`config.mk`:
```
export PLATFORM = sky130hd
export DESIGN_NAME = simmem_delay_releaser
export DESIGN_NICKNAME = d
export VERILOG_FILES = /design/src/rtl/simmem_pkg.sv /design/src/rtl/simmem_release_timer.sv /design/src/rtl/simmem_delay_releaser.sv
export SDC_FILE = /design/constraint.sdc
export NUM_CORES = 1
export LEC_CHECK = 0
export ABC_CLOCK_PERIOD_IN_PS = 2690
export BUFFER_PORTS_ARGS = -buffer_cell sky130_fd_sc_hd__buf_2
export CORE_ASPECT_RATIO = 1.4
export CORE_MARGIN = 2
export CORE_UTILIZATION = 35
export CTS_BUF_LIST = sky130_fd_sc_hd__clkbuf_8
export DETAILED_ROUTE_END_ITERATION = 8
export GPL_ROUTABILITY_DRIVEN = 0
export GPL_TIMING_DRIVEN = 0
export PLACE_DENSITY = 0.61
export SYNTH_ARGS = -nofsm -noshare
export SYNTH_HDL_FRONTEND = slang
export SYNTH_HIERARCHICAL = 1
export SYNTH_SLANG_ARGS = --single-unit
```
`constraint.sdc`:
```
create_clock -name clk_i -period 2.69 [get_ports clk_i]
set_input_delay 0.1345 -clock clk_i [delete_from_list [all_inputs] [get_ports clk_i]]
set_output_delay 0.1345 -clock clk_i [all_outputs]
set_load 0.01 [all_outputs]
```
`src/rtl/simmem_pkg.sv`:
```
// Shared definitions for the simulated memory controller: release-timer
// state encoding plus the bank capacity and burst constants.
package simmem_pkg;

  typedef enum logic [1:0] {
    RelFree    = 2'd0,
    RelCount   = 2'd1,
    RelExpired = 2'd2
  } release_state_e;

  localparam int unsigned WRspBankCapacity  = 16;
  localparam int unsigned RDataBankCapacity = 16;
  localparam int unsigned MaxWBurstLen      = 1;
  localparam int unsigned MaxRBurstLen      = 4;
  localparam int unsigned ReleaseDelayWidth = 8;

  // Width needed to hold a beat count of 1..max_len.
  function automatic int unsigned beat_width(input int unsigned max_len);
    return $clog2(max_len) + 1;
  endfunction

endpackage

```
`src/rtl/simmem_release_timer.sv`:
```
// Per-address release timer: waits out the entry delay, then holds the
// release enable until the programmed number of beats has been released.
module simmem_release_timer
  import simmem_pkg::*;
#(
  parameter int unsigned DelayWidth = 8,
  parameter int unsigned BeatWidth  = 1
) (
  input  logic                  clk_i,
  input  logic                  rst_i,
  input  logic                  load_i,
  input  logic [DelayWidth-1:0] delay_i,
  input  logic [BeatWidth-1:0]  beats_i,
  input  logic                  release_i,
  output logic                  free_o,
  output logic                  expired_o
);

  localparam logic [DelayWidth-1:0] DelayOne = DelayWidth'(1);
  localparam logic [BeatWidth-1:0]  BeatOne  = BeatWidth'(1);

  release_state_e        state;
  logic [DelayWidth-1:0] counter;
  logic [BeatWidth-1:0]  beats;
  logic [BeatWidth-1:0]  load_beats;

  assign load_beats = (beats_i == '0) ? BeatOne : beats_i;

  // The expiry decision looks at the pre-decrement count so that the
  // enable appears exactly D cycles after the handshake (D=0 and D=1
  // both expire on the first following cycle).
  always_ff @(posedge clk_i or posedge rst_i) begin
    if (rst_i) begin
      state   <= RelFree;
      counter <= '0;
      beats   <= '0;
    end else begin
      unique case (state)
        RelFree: begin
          if (load_i) begin
            beats <= load_beats;
            if (delay_i <= DelayOne) begin
              state   <= RelExpired;
              counter <= '0;
            end else begin
              state   <= RelCount;
              counter <= delay_i - DelayOne;
            end
          end
        end
        RelCount: begin
          counter <= (counter != '0) ? counter - DelayOne : '0;
          if (counter <= DelayOne) begin
            state <= RelExpired;
          end
        end
        RelExpired: begin
          if (release_i) begin
            if (beats <= BeatOne) begin
              state <= RelFree;
              beats <= '0;
            end else begin
              beats <= beats - BeatOne;
            end
          end
        end
        default: begin
          state   <= RelFree;
          counter <= '0;
          beats   <= '0;
        end
      endcase
    end
  end

  assign free_o    = (state == RelFree);
  assign expired_o = (state == RelExpired);

endmodule

```
`src/rtl/simmem_delay_releaser.sv`:
```
// Delay releaser: one release timer per bank address, gating when the
// response bank may emit an entry. Optional SIMMEM_RELEASER_STALL_CNT_EN adds stall_cnt_o.
module simmem_delay_releaser
  import simmem_pkg::*;
#(
  parameter int unsigned Capacity    = 16,
  parameter int unsigned DelayWidth  = 8,
  parameter int unsigned MaxBurstLen = 1
) (
  input  logic                           clk_i,
  input  logic                           rst_i,
  input  logic                           entry_valid_i,
  output logic                           entry_ready_o,
  input  logic [$clog2(Capacity)-1:0]    entry_iid_i,
  input  logic [DelayWidth-1:0]          entry_delay_i,
  input  logic [$clog2(MaxBurstLen):0]   entry_burst_len_i,
  output logic [Capacity-1:0]            release_en_o,
  input  logic [Capacity-1:0]            released_addr_onehot_i,
  output logic [Capacity-1:0]            busy_o
`ifdef SIMMEM_RELEASER_STALL_CNT_EN
  ,
  output logic [31:0]                    stall_cnt_o
`endif
);

  localparam int unsigned IidWidth  = $clog2(Capacity);
  localparam int unsigned BeatWidth = $clog2(MaxBurstLen) + 1;

  logic [Capacity-1:0] free;
  logic [Capacity-1:0] expired;
  logic                handshake;

  assign entry_ready_o = free[entry_iid_i];
  assign handshake     = entry_valid_i & entry_ready_o;

  for (genvar i = 0; i < Capacity; i++) begin : g_timer
    logic load;
    assign load = handshake & (entry_iid_i == IidWidth'(i));

    simmem_release_timer #(
      .DelayWidth (DelayWidth),
      .BeatWidth  (BeatWidth)
    ) u_timer (
      .clk_i     (clk_i),
      .rst_i     (rst_i),
      .load_i    (load),
      .delay_i   (entry_delay_i),
      .beats_i   (entry_burst_len_i),
      .release_i (released_addr_onehot_i[i]),
      .free_o    (free[i]),
      .expired_o (expired[i])
    );
  end

  assign release_en_o = expired;
  assign busy_o       = ~free;

`ifdef SIMMEM_RELEASER_STALL_CNT_EN
  // Counts cycles where the bank has something releasable but moved nothing.
  always_ff @(posedge clk_i or posedge rst_i) begin
    if (rst_i) begin
      stall_cnt_o <= '0;
    end else if ((|expired) && (released_addr_onehot_i == '0) && (stall_cnt_o != '1)) begin
      stall_cnt_o <= stall_cnt_o + 32'd1;
    end
  end
`endif

endmodule

```
==> run_results.csv <==
group,metric,value,unit
sta,slew-limit-headroom,0.1119,
cts,clk_pin_slew,0.09,ns
cts,clock_sinks,160,
cts,clk_path_buf_depth,2,
pwr,power_frac_clock,0.126,
logic_synthesis,synthArstFlopShare,1.000,
logic_synthesis,synthTopCellsByArea,"dfrtp_1, ha_1, o21ai_0",
die,die_h,233.9,um
pwr,p_sw,6878,uW
sta,finalCritPeriodShare,0.9451,
sta,hold_ws,0.1909,ns
die,row_count,84,
global_routing,grt_start_max_net_pins,73,
critical_path,worst-r2r-setup-slack,0.15,ns
logic_synthesis,ys_seq_area_frac,0.3030,
critical_path,startpoint,"g_timer[12].u_timer/state[0]$_DFFE_PP0P_",
logic_synthesis,avgSynthCellArea,8.487,sq um
logic_synthesis,syn_inst,1557,
logic_synthesis,synth_edf_count,0,
pwr,finalPower,14480,uW
pwr,seqPwrFrac,0.323,
route,drc,0,
route,vias_per_cell,5.934,
critical_path,rr_startpoint,"g_timer[12].u_timer/state[0]$_DFFE_PP0P_",
critical_path,critPathLaunchType,"flop",
die,core,37420,sq um
cts,cts_root_buffer,"clkbuf_8",
critical_path,critical_path_class,"flop to flop",
logic_synthesis,syn_nets,1655,
cts,tritoncts,"yes",
worst_hold_path,hp-class,"primary input to flop",
sta,report.final.slew_viol_count,0,
sta,worstMarginPinSlew,1.332,ns
global_routing,grt_util_all_layers,0.1950,
placed_design,placed_cells,2093,
cts,cts_max_level,4,
sta,max_freq,393.3,MHz
critical_path,cp_top_family,"simple AND/OR/NAND/NOR gates",
sta,final-setup-viol-count,0,
pwr,pwr-share-comb,0.551,
placed_design,io_buffers,61,
final_layout,fin_util,0.3971,
critical_path,cp_slowest_cell,"dfrtp_1",
critical_path,crit_path_end_kind,"flop",
pwr,p_per_area,974.2,nW/um^2
cts,clock_latency,0.51,ns
route,vias,12730,
critical_path,r2r_end,"g_timer[13].u_timer/counter[7]$_DFFE_PP0P_",
logic_synthesis,yosys_warnings,6,
final_layout,final_nets,1756,
logic_synthesis,ys.flop_type,"dfrtp_1",
route,wl_per_cell,17.74,um
critical_path,worst_ep_required_time,3.05,ns
global_routing,antenna_found_initial,3,
placed_design,dp_hpwl,26.26,mm
critical_path,crit_path_cell_trace,"nor2_2, mux4_2, nand3_2, nor2_1, a21oi_1, clkbuf_1, nor3b_1, o22ai_1",
logic_synthesis,synth_area,13210,sq um
cts,cts_buffers,17,
final_layout,fin_cells,2145,
global_routing,grt_pass1_vias,12270,
sta,rsz0062_at_grt,"yes",
logic_synthesis,synth_commonest_cells,"dfrtp_1, inv_1, o21ai_0, a21oi_1, nor2_1",
sta,finalSetupTns,0,ns
pwr,swShare,0.4752,
critical_path,cp.depth,8,
global_routing,grt-ovfl-total,0,
logic_synthesis,synth.distinct_cells,61,
sta,skew,0.01359,ns
logic_synthesis,yosysMostFrequentCell,"dfrtp_1",
status,outcome,"complete, no violations",
die,initial_utilization,0.3532,
critical_path,endpoint,"g_timer[13].u_timer/counter[7]$_DFFE_PP0P_",
route,wl,38.06,mm
global_routing,grt_pass1_wl,62.34,mm
critical_path,worst-path-buf-inv,1,
route,first_pass_iters,5,
die,ios,65,
sta,hold_violations,0,
final_layout,syn_to_final_growth,12.45,%
route,drtIter0Drc,935,
pwr,ir_drop,0.4170,mV
die,die_w,168.2,um
die,dieArea,39350,sq um
logic_synthesis,synth-seq-cells,160,
sta,fin_crit,2.542,ns
route,ant_nets,0,
critical_path,critPathMaxFanout,10,
logic_synthesis,synth_largest_area_cell,"dfrtp_1",
job,drv_cap,0,
critical_path,arrival,2.90,ns
logic_synthesis,yosysTopAreaCellShare,0.3030,
critical_path,slowest_delay,0.46,ns
critical_path,r2r_cells,8,
final_layout,drive_above_1_share,0.1388,
pwr,p_int,7597,uW
pwr,p_leak,0.006235,uW
power by group through the flow:
stage          clock network [uW]  registers (uW)  logic (uW)
3_5_place_dp                    0            4600        7830
4_1_cts                      1890            4610        7920
3_3_place_gp                    0            4560        7670
6_report                     1820            4680        7980
2_1_floorplan                   0            4300        5980
5_1_grt                      1990            4880        8890
metal layers:
| layer | part of all wire | wire [um] | global-route usage | vias up |
|---|---|---|---|---|
| li1 | - | - | - | 6124 |
| met1 | 0.43 | 16200 | 0.2284 | 6238 |
| met2 | 0.51 | 19480 | 0.3600 | 307 |
| met3 | 0.040 | 1513 | 0.03190 | 55 |
| met4 | 0.022 | 835 | 0.06681 | 4 |
| met5 | 0.00079 | 30 | 0 | - |
logic make-up after synthesis:
logic type / count (synthesis) / synth area share
simple gates: 543 / 0.2491
compound gates: 534 / 0.2797
buf+inv: 180 / 0.05236
flops: 160 / 0.3030
xor+xnor: 69 / 0.04573
fa+ha+maj: 66 / 0.06249
mux: 5 / 0.007575
placed cells by master (no fill, tap or decap), types with 19 or more instances in the layout:
cell and n:
a211o_1 30, a21oi_1 121, a22o_1 37, buf_2 58, clkbuf_1 27, clkbuf_8 19
dfrtp_1 159, ha_1 66, inv_1 148, nand2_1 59, nor2_1 92, nor3_1 39
nor3b_1 46, nor4_1 47, o21ai_0 134, o22ai_1 51, o31ai_1 30, or3_1 19
or4_1 46, xnor2_1 67
registers in the layout (all words and copies together), names as in the netlist:
| register | count |
|---|---|
| g_timer.u_timer/counter | 128 |
| g_timer.u_timer/state | 32 |
worst min path at each step:
stage	startpoint	to	slack (ns)	cells after the start
2_1_floorplan	rst_i	g_timer[0].u_timer/counter[0]$_DFFE_PP0P_	-0.03	1
3_3_place_gp	released_addr_onehot_i[5]	g_timer[5].u_timer/state[1]$_DFFE_PP0P_	0.32	2
3_5_place_dp	released_addr_onehot_i[5]	g_timer[5].u_timer/state[1]$_DFFE_PP0P_	0.32	2
4_1_cts	entry_delay_i[2]	g_timer[14].u_timer/counter[3]$_DFFE_PP0P_	0.15	4
5_1_grt	entry_iid_i[2]	g_timer[12].u_timer/counter[7]$_DFFE_PP0P_	0.22	5
6_report	entry_delay_i[2]	g_timer[14].u_timer/counter[3]$_DFFE_PP0P_	0.19	4
per-stage QoR:
stage               cell area (sq um)  setup slack, ns
floorplan                       13210           0.2258
global placement                14110          -0.6529
detailed placement              14170          -0.6544
CTS                             14790         -0.04110
global route                    14860         -0.01617
finish                          14860           0.1477
worst reg2reg max path, cell delays in order, from the launching register on:
cell      delay (ns)
dfrtp_1         0.46
nor2_2          0.32
mux4_2          0.32
nand3_2         0.13
nor2_1          0.42
a21oi_1         0.16
clkbuf_1        0.24
nor3b_1         0.24
o22ai_1         0.10
cell type report:
type                            count  area [sq um]
Timing Repair Buffer               84         570.5
Clock buffer                       19         261.5
Tap cell                          473         591.8
Antenna cell                        1         2.502
Inverter                          146         548.0
Multi-Input combinational cell   1217          8620
Buffer                             32         138.9
Fill cell                        3826         22560
Clock inverter                     13         121.4
Sequential cell                   160          4005
what timing repair did:
action	4_1_cts	5_1_grt
gates resized for setup	21	15
hold endpoints to repair	176	0
hold buffers	17	0
setup buffers	1	3
setup endpoints to repair	82	57
pin swaps	1	1
Power figures use the tool's default switching activity.
